## config.mk

```make
export PLATFORM = sky130hd
export DESIGN_NAME = rf_arbiter
export DESIGN_NICKNAME = d
export VERILOG_FILES = /design/src/rtl/rf_ctrl_pkg.sv /design/src/rtl/rr_arb2.sv /design/src/rtl/rf_arbiter.sv
export SDC_FILE = /design/constraint.sdc
export NUM_CORES = 1
export LEC_CHECK = 0
export CORE_ASPECT_RATIO = 2
export CORE_MARGIN = 3
export CORE_UTILIZATION = 37
export CTS_BUF_LIST = sky130_fd_sc_hd__clkbuf_16
export DETAILED_ROUTE_END_ITERATION = 12
export PLACE_DENSITY = 0.83
export SLEW_MARGIN = 10
export SYNTH_ARGS = -nofsm -noshare
export SYNTH_HDL_FRONTEND = slang
export SYNTH_SLANG_ARGS = --single-unit
```

## constraint.sdc

```tcl
create_clock -name CLK -period 1.96 [get_ports CLK]
set_input_delay 0.392 -clock CLK [delete_from_list [all_inputs] [get_ports CLK]]
set_output_delay 0.392 -clock CLK [all_outputs]
set_load 0.05 [all_outputs]
```

## src/rtl/rf_ctrl_pkg.sv

```systemverilog
// Shared types and constants for the register-file arbiter.
//   state_t        : controller state (clear sequence / serving requests)
//   PORT0, PORT1   : requester indices
//   BWEB_IDLE_BIT  : per-bit value of the active-low bit-write enable when idle
package rf_ctrl_pkg;

  typedef enum logic {
    ST_INIT  = 1'b0,
    ST_SERVE = 1'b1
  } state_t;

  localparam logic PORT0 = 1'b0;
  localparam logic PORT1 = 1'b1;

  localparam logic BWEB_IDLE_BIT = 1'b1;

  // The port that gets priority after the given port was served.
  function automatic logic other_port(input logic p);
    return ~p;
  endfunction

endpackage

```

## src/rtl/rr_arb2.sv

```systemverilog
// Two-way round-robin arbiter.
//   clk, rst : clock, synchronous active-high reset
//   req      : per-port request
//   advance  : a grant was consumed this cycle; hand priority to the other port
//   gnt      : one-hot grant (combinational from req and the priority pointer)
module rr_arb2
  import rf_ctrl_pkg::*;
(
  input  logic       clk,
  input  logic       rst,
  input  logic [1:0] req,
  input  logic       advance,
  output logic [1:0] gnt
);

  logic rr_ptr;

  // Pointer only breaks ties; a lone request is always granted.
  always_comb begin
    gnt = 2'b00;
    if (req == 2'b11) begin
      gnt[rr_ptr] = 1'b1;
    end else begin
      gnt = req;
    end
  end

  always_ff @(posedge clk) begin
    if (rst) begin
      rr_ptr <= PORT0;
    end else if (advance) begin
      rr_ptr <= other_port(gnt[PORT1] ? PORT1 : PORT0);
    end
  end

endmodule

```

## src/rtl/rf_arbiter.sv

```systemverilog
// Shares one single-port register-file macro between a host port (0) and a
// compute port (1). Clears every row after reset, then serves one access per
// cycle with round-robin arbitration and returns registered read data.
//   CLK, RST                 : clock, synchronous active-high reset
//   init_done                : clear sequence finished
//   rN_valid/ready/we/addr/wdata : request channel, N = 0, 1
//   rN_rvalid/rdata          : one-cycle read response
//   mem_CEB/WEB/A/D/BWEB     : macro pins (active-low enables)
//   mem_Q                    : macro read data, combinational from mem_A
module rf_arbiter
  import rf_ctrl_pkg::*;
#(
  parameter int unsigned NUM_ROW      = 16,
  parameter int unsigned NUM_BIT      = 8,
  parameter int unsigned NUM_ROW_ADDR = 4
) (
  input  logic                    CLK,
  input  logic                    RST,
  output logic                    init_done,
  input  logic                    r0_valid,
  output logic                    r0_ready,
  input  logic                    r0_we,
  input  logic [NUM_ROW_ADDR-1:0] r0_addr,
  input  logic [NUM_BIT-1:0]      r0_wdata,
  output logic                    r0_rvalid,
  output logic [NUM_BIT-1:0]      r0_rdata,
  input  logic                    r1_valid,
  output logic                    r1_ready,
  input  logic                    r1_we,
  input  logic [NUM_ROW_ADDR-1:0] r1_addr,
  input  logic [NUM_BIT-1:0]      r1_wdata,
  output logic                    r1_rvalid,
  output logic [NUM_BIT-1:0]      r1_rdata,
  output logic                    mem_CEB,
  output logic                    mem_WEB,
  output logic [NUM_ROW_ADDR-1:0] mem_A,
  output logic [NUM_BIT-1:0]      mem_D,
  output logic [NUM_BIT-1:0]      mem_BWEB,
  input  logic [NUM_BIT-1:0]      mem_Q
);

  localparam int unsigned CMP_W = NUM_ROW_ADDR + 1;

  state_t                  state;
  state_t                  state_nxt;
  logic [NUM_ROW_ADDR-1:0] clr_cnt;
  logic [1:0]              req;
  logic [1:0]              gnt;
  logic                    sel_we;
  logic [NUM_ROW_ADDR-1:0] sel_addr;
  logic [NUM_BIT-1:0]      sel_wdata;
  logic                    in_range;
  logic                    clr_last;
  logic                    rd_acc0;
  logic                    rd_acc1;
  logic [NUM_BIT-1:0]      rsp_data;

  // Requests are only visible to the arbiter once the clear has finished.
  assign req = {r1_valid, r0_valid} & {2{state == ST_SERVE}};

  rr_arb2 u_arb (
    .clk     (CLK),
    .rst     (RST),
    .req     (req),
    .advance (|gnt),
    .gnt     (gnt)
  );

  assign r0_ready = gnt[PORT0];
  assign r1_ready = gnt[PORT1];

  assign sel_we    = gnt[PORT1] ? r1_we    : r0_we;
  assign sel_addr  = gnt[PORT1] ? r1_addr  : r0_addr;
  assign sel_wdata = gnt[PORT1] ? r1_wdata : r0_wdata;

  // Extra compare bit so NUM_ROW == 2**NUM_ROW_ADDR is representable.
  assign in_range = CMP_W'(sel_addr) < CMP_W'(NUM_ROW);
  assign clr_last = clr_cnt == NUM_ROW_ADDR'(NUM_ROW - 1);

  assign rd_acc0  = gnt[PORT0] & ~r0_we;
  assign rd_acc1  = gnt[PORT1] & ~r1_we;
  assign rsp_data = in_range ? mem_Q : '0;

  // State, clear counter and done flag.
  always_ff @(posedge CLK) begin
    if (RST) begin
      state     <= ST_INIT;
      clr_cnt   <= '0;
      init_done <= 1'b0;
    end else begin
      state     <= state_nxt;
      init_done <= (state_nxt == ST_SERVE);
      if (state == ST_INIT) begin
        clr_cnt <= clr_cnt + NUM_ROW_ADDR'(1);
      end
    end
  end

  // Next state and macro pin mux.
  always_comb begin
    state_nxt = state;
    mem_CEB   = 1'b1;
    mem_WEB   = 1'b1;
    mem_A     = '0;
    mem_D     = '0;
    mem_BWEB  = {NUM_BIT{BWEB_IDLE_BIT}};
    case (state)
      ST_INIT: begin
        mem_CEB  = 1'b0;
        mem_WEB  = 1'b0;
        mem_A    = clr_cnt;
        mem_BWEB = '0;
        if (clr_last) begin
          state_nxt = ST_SERVE;
        end
      end
      ST_SERVE: begin
        // Out-of-range accesses are accepted but leave the macro untouched.
        if ((|gnt) && in_range) begin
          mem_CEB = 1'b0;
          mem_WEB = ~sel_we;
          mem_A   = sel_addr;
          if (sel_we) begin
            mem_D    = sel_wdata;
            mem_BWEB = '0;
          end
        end
      end
      default: state_nxt = ST_INIT;
    endcase
  end

  // Read responses: one-cycle valid, data held between responses.
  always_ff @(posedge CLK) begin
    if (RST) begin
      r0_rvalid <= 1'b0;
      r1_rvalid <= 1'b0;
      r0_rdata  <= '0;
      r1_rdata  <= '0;
    end else begin
      r0_rvalid <= rd_acc0;
      r1_rvalid <= rd_acc1;
      if (rd_acc0) begin
        r0_rdata <= rsp_data;
      end
      if (rd_acc1) begin
        r1_rdata <= rsp_data;
      end
    end
  end

endmodule

```

==> out/results.ini, run 1 <==
[timing]
final-max-slew-violation-count=0
slew_headroom_pct=65.30
skew_ps=1.509
period_share_pct=98.70
worst_slew_pin_slew_ps=518.9
max_freq_mhz=516.9
setup-violations-final=0
min_period_ps=1935
hold_violations=0
rsz0062_at_grt=true
finalWorstSetupSlack_ps=25.48

[floorplan]
initial_core_util_pct=39.35
dieArea_um2=4480
fp-row-count=30
io_pins=81
fp.dieH_um=91.70
die_w_um=48.85
core-area_um2=3453

[worst_setup_path]
reg2reg_slack_ps=590
cp_top_family=compound AO/OA/AOI/OAI gates
crit_buf_inv=2
cpMaxStageDelayCell=dfxtp_4
startpoint_type=flop
cp.arrival_ps=1540
crit_required_ps=1570
r2r-start=state$_SDFF_PP0_
worst-path-max-fanout=4
slowest_delay_ps=380
worst_r2r_path_depth=5
path_class=flop to output pin
reg2reg_to=r1_rdata[6]$_SDFFE_PP0P_
path_cells=nand2b_4 -> a32oi_4 -> buf_6 -> a211oi_4 -> buf_12
end_kind=output pin

[clocking]
path_clk_slew_ps=60
postCtsHoldBufs=0
htreeDepth=1
clock_path_buffers=2
cts-root-buf=clkbuf_16
cts_tree=yes
numCtsBuffers=3
cts_sinks=24
clock_latency_ps=260

[global_routing]
grt_max_degree=22
grt.overflow.total=0
grt.busiest_layer=met2
grt_pass1_vias=1571
track_usage_pct=21.90
met1_usage_pct=21.15
grt_use_met3_pct=3.902
use_met2_pct=43.98
antenna_found_initial=0
grt_pass1_wl_mm=7.734

[final_layout]
mostFrequentLayoutCells=51 x clkdlybuf4s50_1, 24 x nand2b_1, 23 x buf_12
nets=285
antenna_cells=0
final_util_pct=83.22
layout-drive-gt1-share_pct=34.69
layout_commonest_cell=clkdlybuf4s50_1
syn_to_final_growth_pct=111.5

[synth]
yosysSeqAreaShare_pct=35.36
netlist_area_um2=1359
postSynthAreaPerCell_um2=8.766
synth_nets=194
synthDistinctLibCells=26
ys_ff_latch=24
synth_warnings=0
syn_inst=155

[drt]
dr.pass1.iters=4
antenna_left=0
remaining_drc_errors=0
drt_wl_total_mm=4.764
via_per_inst=5.143
drt_iter0_drc=30
vias=1507
wl_per_cell_um=16.26

[hold_path]
hold_start=r0_rdata[0]$_SDFFE_PP0P_
whs_path_depth=2
holdPathEnd=r0_rdata[0]$_SDFFE_PP0P_
holdCritPathClass=flop to flop

[placed_design]
place_congestion=0.7796
portBuffers=80
dp_slack_ps=-450.8
hpwl_mm=3.707

[pwr]
peakVddDrop_mv=0.5305
p_leak_nw=1.045
powerDensity_nw_per_um2=407.7

[status]
status=complete, no violations

[run]
drv_cap=0

-- state kept, by name (all words and copies together), names as in the netlist --
signal	cells
r0_rvalid	1
clr_cnt	4
r1_rdata	8
state	1
r1_rvalid	1
u_arb.rr_ptr	1
r0_rdata	8
-- through the flow --
step | std cells | setup TNS [ps] | total power, W | hold WS (ps) | instance area, µm²
3_3_place_gp | 285 | -7499 | 0.0007285 | 459.0 | 2716
5_1_grt | 293 | -69.46 | 0.001207 | 500.7 | 2874
4_1_cts | 293 | 0 | 0.001172 | 483.4 | 2854
2_1_floorplan | 155 | -1113 | 0.0005984 | 462.4 | 1589
6_report | 293 | 0 | 0.001172 | 480.1 | 2874
3_5_place_dp | 285 | -8078 | 0.0007365 | 470.1 | 2716
-- where the power goes --
group / leakage (nW) / internal (W) / switching [W]
registers: 0.195 / 0.000491 / 0.00000640
logic: 0.811 / 0.000136 / 0.0000998
clock network: 0.0385 / 0.000272 / 0.000166
total: 1.04 / 0.000899 / 0.000272
-- synth_stat cells --
cell | n | share of area (%)
nand2b_1 | 25 | 12
dfxtp_1 | 24 | 35
mux2i_1 | 17 | 13
nand3_1 | 13 | 4.8
buf_4 | 10 | 5.5
nand2_1 | 9 | 2.5
a211oi_1 | 8 | 4.4
nor2_1 | 8 | 2.2
o211ai_1 | 8 | 4.4
buf_2 | 6 | 2.2
clkbuf_1 | 4 | 1.1
o311ai_1 | 4 | 2.6
and2_1 | 3 | 1.4
nor2b_1 | 3 | 1.4
xor2_1 | 2 | 1.3
a21boi_2 | 1 | 0.83
a21oi_1 | 1 | 0.37
a22oi_1 | 1 | 0.55
a32oi_2 | 1 | 1.2
ha_1 | 1 | 0.92
inv_1 | 1 | 0.28
nand4b_1 | 1 | 0.64
nor3_1 | 1 | 0.37
nor3b_1 | 1 | 0.55
or3_1 | 1 | 0.46
xnor2_1 | 1 | 0.64
-- worst min-delay path, stage by stage, from the launching register on --
cell	delay, ps
dfxtp_1	310
nand2b_1	60
mux2i_1	60
-- cells by family (layout without fill, tap and decap cells) --
logic type                 Yosys count  after routing  synth area share, %
xor gates and xnor gates             3              3                1.934
buffers and inverters               21            110                9.115
adders and majority gates            1              1               0.9207
AOI/OAI and AO/OA                   24             24                14.36
and+or+nand+nor                     65             66                25.78
muxes                               17             17                12.52
DFF                                 24             24                35.36
-- area by class of cell --
type / instances / area [µm²]
clock buffers: 3 / 75.07
inverters: 1 / 3.754
multi-input cells: 111 / 1023
repair buffers: 105 / 1220
well taps: 48 / 60.06
flip-flops and latches: 24 / 488.0
fillers: 213 / 579.3
clock inverters: 1 / 3.754
-- worst max path at each step --
stage / to / startpoint / cells after the start
after floorplan: mem_BWEB[1] / r0_valid / 4
after global placement: mem_A[0] / r1_valid / 5
after detailed placement: mem_A[3] / r1_valid / 5
after CTS: mem_D[3] / r1_valid / 6
after global routing: mem_D[7] / u_arb.rr_ptr$_SDFFE_PP0N_ / 5
final: mem_D[7] / u_arb.rr_ptr$_SDFFE_PP0N_ / 5
-- what timing repair did --
action | in CTS | in global routing
hold endpoints to repair | 0 | 0
gates cloned | 1 | 0
pin swaps | 6 | 10
buffers inserted | 3 | 0
endpoints found under the setup margin | 23 | 17
resized for setup | 19 | 8
-- layer usage --
metal  share of wire, %  vias up  wire length, µm
met5                  0        -                0
met4                1.9        0               89
met3                6.2        7              297
met2                 56       74             2684
met1                 35      717             1691
li1                   -      709                -
Note: power is estimated with default switching activity, not from simulation.
==> inputs of run 2 (changes only) <==
--- a/config.mk
+++ b/config.mk
@@ -6,4 +6,5 @@
 export NUM_CORES = 1
 export LEC_CHECK = 0
+export ABC_CLOCK_PERIOD_IN_PS = 1960
 export CORE_ASPECT_RATIO = 2
 export CORE_MARGIN = 3
==> constraint.sdc (replaced) <==
create_clock -name CLK -period 1.96 [get_ports CLK]
set_input_delay 0.196 -clock CLK [delete_from_list [all_inputs] [get_ports CLK]]
set_output_delay 0.196 -clock CLK [all_outputs]
set_load 0.05 [all_outputs]
==> out/results.ini, run 2 (synthesis results as in run 1) <==
[final_layout]
nets=274
final_util_pct=79.42
layout-drive-gt1-share_pct=28.21
nFillCells=227
antenna_cells=0
top_regs=r0_rdata: 8 flops, r1_rdata: 8 flops, clr_cnt: 4 flops
mostFrequentLayoutCells=55 x clkdlybuf4s50_1, 24 x nand2b_1, 24 x buf_12
finalInstanceArea_um2=2743
layout_commonest_cell=clkdlybuf4s50_1
syn_to_final_growth_pct=101.8
instances_no_fill=282

[floorplan]
fp.dieH_um=91.70
dieArea_um2=4480
die_w_um=48.85
fp-row-count=30
initial_core_util_pct=39.35
io_pins=81
core-area_um2=3453

[timing]
final-max-slew-violation-count=0
period_share_pct=96.82
max_freq_mhz=527.0
slew_headroom_pct=64.76
hold_violations=0
skew_ps=4.036
min_period_ps=1898
worst_slew_pin_slew_ps=526.9
rsz0062_at_grt=false
setup-violations-final=0
finalWorstSetupSlack_ps=62.38

[clocking]
htreeDepth=1
numCtsBuffers=3
clock_latency_ps=260
cts_sinks=24
clock_path_buffers=2
path_clk_slew_ps=60
cts-root-buf=clkbuf_16
cts_tree=yes

[global_routing]
grt_pass1_wl_mm=7.645
grt_max_degree=33
grt_pass1_vias=1557
antenna_found_initial=0
grt.overflow.total=0
track_usage_pct=21.61

[drt]
antenna_left=0
via_per_inst=5.089
dr.pass1.iters=4
drt_iter0_drc=8
remaining_drc_errors=0
wl_per_cell_um=15.88
vias=1435
drt_wl_total_mm=4.478

[placed_design]
place_congestion=0.8788
placed_cells=278
portBuffers=80
hpwl_mm=3.679
placed_area_um2=2621
dp_slack_ps=-43.24

[hold_path]
whs_path_depth=2
holdCritPathClass=flop to flop

[worst_setup_path]
reg2reg_slack_ps=370
end_kind=output pin
startpoint_type=primary input
worst-path-max-fanout=8
path_class=primary input to output pin
cp.arrival_ps=1700
crit_required_ps=1760
worst_r2r_path_depth=6

[pwr]
peakVddDrop_mv=0.7401
powerDensity_nw_per_um2=469.9
total_power_w=0.001289
p_leak_nw=0.9865

[run]
drv_cap=0

[status]
status=complete, no violations

run 2: changes by cell type in the layout (fill, tap and decap cells not counted), moves of 5 or more:
cell     delta
buf_4       -7
buf_6       -5
nand3_1     +5
nand3_2     -5
run 2: timing repair:
action,CTS,global route
buffers inserted,0,0
hold buffers,0,0
gates cloned,0,0
endpoints found under the setup margin,9,11
gates resized for setup,2,4
pin swaps,0,3
run 2: where the power goes:
| group | total, W | internal, W | switching, W |
|---|---|---|---|
| Clock | 0.000574 | 0.000406 | 0.000168 |
| Sequential | 0.000499 | 0.000493 | 0.00000621 |
| Combinational | 0.000216 | 0.000127 | 0.0000893 |
run 2: cell type report:
class	count	area, µm²	share of cell area, %
clock buffer	3	75.07	2.737
clock inverter	1	30.03	1.095
inverter	1	3.754	0.1369
multi-input combinational	110	934.6	34.08
sequential	24	483.0	17.61
tap	48	60.06	2.190
timing repair buffer	95	1156	42.15
run 2: through the flow:
stage                     hold WS [ps]  TNS [ps]
final                            473.2         0
after global routing             499.4         0
after CTS                        476.2         0
after detailed placement         464.3    -229.1
after global placement           457.6    -27.13
after floorplan                  371.6         0
run 2: worst max-delay path, cell delays in order:
cell	delay (ps)
clkdlybuf4s50_1	500
nand2_1	170
buf_4	190
nor2_4	70
o311ai_2	380
buf_12	190
run 2: layer usage:
metal	global-route usage (%)	vias to the layer above	wire length (µm)
met2	44.55	70	2635
li1	-	688	-
met1	19.98	668	1466
met5	0	-	0
met4	7.601	0	90
met3	3.740	9	285
run 2: worst paths after layout:
| check | to | start |
|---|---|---|
| setup / recovery | mem_A[0] | r1_valid |
| hold / removal | r0_rdata[2]$_SDFFE_PP0P_ | r0_rdata[2]$_SDFFE_PP0P_ |
| setup reg to reg | r0_rdata[1]$_SDFFE_PP0P_ | state$_SDFF_PP0_ |
| hold reg to reg | r0_rdata[2]$_SDFFE_PP0P_ | r0_rdata[2]$_SDFFE_PP0P_ |
==> inputs of run 3 (changes only) <==
ABC_AREA = 1   (was default)
==> out/results.ini, run 3 <==
[timing]
max_freq_mhz=546.4
worst_slew_pin_slew_ps=518.9
skew_ps=5.735
hold_violations=0
finalWorstSetupSlack_ps=130.0
final-max-slew-violation-count=0
min_period_ps=1830
slew_headroom_pct=65.30
setup-violations-final=0
rsz0062_at_grt=false
period_share_pct=93.37

[floorplan]
die_w_um=49.11
initial_core_util_pct=39.39
fp-row-count=30
dieArea_um2=4528
core-area_um2=3491
fp.dieH_um=92.21
io_pins=81

[synth]
synth-edff-count=0
netlist_area_um2=1375
ys_ff_latch=24
yosys_most_used_dff=dfxtp_1
synth_top_cell_by_area=dfxtp_1
synth_nets=257
synth_warnings=0
synthArstFlopShare_pct=0
ys_top_cells_by_count=64 x nand2_1, 45 x nor2_1, 31 x inv_1
synthMostInstantiatedCell=nand2_1
synth_area_leaders=dfxtp_1 35%, nand2_1 17%, nor2_1 12%
syn_inst=218
synthDistinctLibCells=24
yosysSeqAreaShare_pct=34.94
postSynthAreaPerCell_um2=6.308
post-synth-top-area-fraction_pct=34.94

[placed_design]
hpwl_mm=3.252
placed_area_um2=2437
place_congestion=0.7555
portBuffers=80
dp_slack_ps=90.73

[worst_setup_path]
cp_top_family=buffers and inverters
reg2reg_slack_ps=710
startpoint_type=primary input
crit_required_ps=1760
path_class=primary input to output pin
path_cells=clkdlybuf4s50_1 -> nand2_4 -> clkinv_4 -> nand2_2 -> nand2_1 -> nand3_2 -> nand2_1 -> clkinvlp_4 -> buf_12 -> buf_12
r2r-start=state$_SDFF_PP0_
reg2reg_to=r0_rdata[1]$_SDFFE_PP0P_
worst_r2r_path_depth=5
cp.arrival_ps=1630
end_kind=output pin
cpMaxStageDelayCell=clkdlybuf4s50_1
slowest_delay_ps=550
worst-path-max-fanout=9
crit_buf_inv=5

[global_routing]
grt_max_degree=21
grt_pass1_vias=1541
track_usage_pct=19.00
antenna_found_initial=0
grt.overflow.total=0
grt_pass1_wl_mm=6.803

[drt]
vias=1564
antenna_left=0
remaining_drc_errors=0
drt_wl_total_mm=4.052
via_per_inst=4.560
dr.pass1.iters=6
wl_per_cell_um=11.81
drt_iter0_drc=20

[pwr]
powerDensity_nw_per_um2=435.9
p_leak_nw=1.172
peakVddDrop_mv=0.7163

[clocking]
numCtsBuffers=3
cts_tree=yes
postCtsHoldBufs=0
htreeDepth=1
cts_sinks=24
clock_path_buffers=2
clock_latency_ps=260
path_clk_slew_ps=60
cts-root-buf=clkbuf_16

[final_layout]
finalInstanceArea_um2=2526
antenna_cells=0
final_util_pct=72.37
top_regs=r0_rdata: 8 flops, r1_rdata: 8 flops, clr_cnt: 4 flops
nets=335
layout_commonest_cell=nand2_1
syn_to_final_growth_pct=83.71
layout-drive-gt1-share_pct=14.92
mostFrequentLayoutCells=64 x nand2_1, 55 x clkdlybuf4s50_1, 45 x nor2_1

[hold_path]
holdCritPathClass=primary input to flop
hold_start=r0_valid
holdPathEnd=u_arb.rr_ptr$_SDFFE_PP0N_
whs_path_depth=3

[status]
status=complete, no violations

[run]
drv_cap=0

==> run 3: cell types whose count changed after synthesis, moves of 5 or more <==
cell	previous run	this run
nand3_1	13	7
o21ai_0	0	9
o211ai_1	8	0
nor2_1	8	45
mux2i_1	17	0
nand2b_1	25	0
inv_1	1	31
a21oi_1	1	6
a211oi_1	8	1
nand2_1	9	64
==> run 3: per-layer routing <==
| layer | share of wire (%) | track usage [%] | up-vias |
|---|---|---|---|
| li1 | - | - | 798 |
| met1 | 36 | 18.72 | 691 |
| met2 | 55 | 35.99 | 70 |
| met3 | 7.9 | 5.041 | 5 |
| met4 | 1.6 | 7.601 | 0 |
| met5 | 0 | 0 | - |
==> run 3: area by class of cell <==
type | instances | area [µm²]
timing repair buffer | 88 | 1116
fill | 267 | 964.7
multi-input combinational | 146 | 654.4
sequential | 24 | 484.2
inverter | 33 | 132.6
clock buffer | 3 | 75.07
tap | 48 | 60.06
clock inverter | 1 | 3.754
==> run 3: worst max-delay path by stage <==
stage / startpoint / to / slack [ps] / depth (start not counted)
after floorplan: state$_SDFF_PP0_ / mem_A[0] / -50 / 3
after global placement: r0_valid / mem_BWEB[0] / 130 / 8
after detailed placement: r0_valid / mem_BWEB[7] / 90 / 9
after CTS: state$_SDFF_PP0_ / mem_D[1] / 70 / 8
after global routing: r1_valid / mem_D[2] / 10 / 9
final: r1_valid / mem_BWEB[7] / 130 / 10
==> run 3: repair_timing <==
action / in CTS / in global routing
gates resized for setup: 0 / 1
setup endpoints to repair: 0 / 16
setup buffers: 0 / 1
endpoints found under the hold margin: 0 / 0
==> run 3: power breakdown <==
group / switching [W] / internal, W / total (W)
sequential: 0.00000499 / 0.000492 / 0.000497
clock: 0.000171 / 0.000273 / 0.000444
combinational: 0.0000656 / 0.0000946 / 0.000160
total: 0.000242 / 0.000859 / 0.00110
==> run 3: stage by stage <==
stage / hold WS, ps / instances / TNS (ps) / total power [W]
3_3_place_gp: 456.1 / 338 / 0 / 0.0006656
5_1_grt: 420.7 / 343 / 0 / 0.001132
4_1_cts: 482.1 / 342 / 0 / 0.001108
6_report: 379.1 / 343 / 0 / 0.001101
3_5_place_dp: 472.3 / 338 / 0 / 0.0006679
2_1_floorplan: 255.4 / 218 / -101.1 / 0.0005536
==> run 3: cell families (layout without fill, tap and decap cells) <==
kind of cell | Yosys count | count (layout) | synth area share, %
flops | 24 | 24 | 34.94
simple gates | 125 | 125 | 39.13
compound gates | 20 | 20 | 7.552
buf+inv | 48 | 125 | 17.47
fa+ha+maj | 1 | 1 | 0.9098
==> run 3: worst reg2reg max path: stages, from the launching register on <==
cell and delay [ps]:
dfxtp_4 420, buf_4 210, nand4_4 260, nand2_1 120, nand2_1 60, nor2_1 100
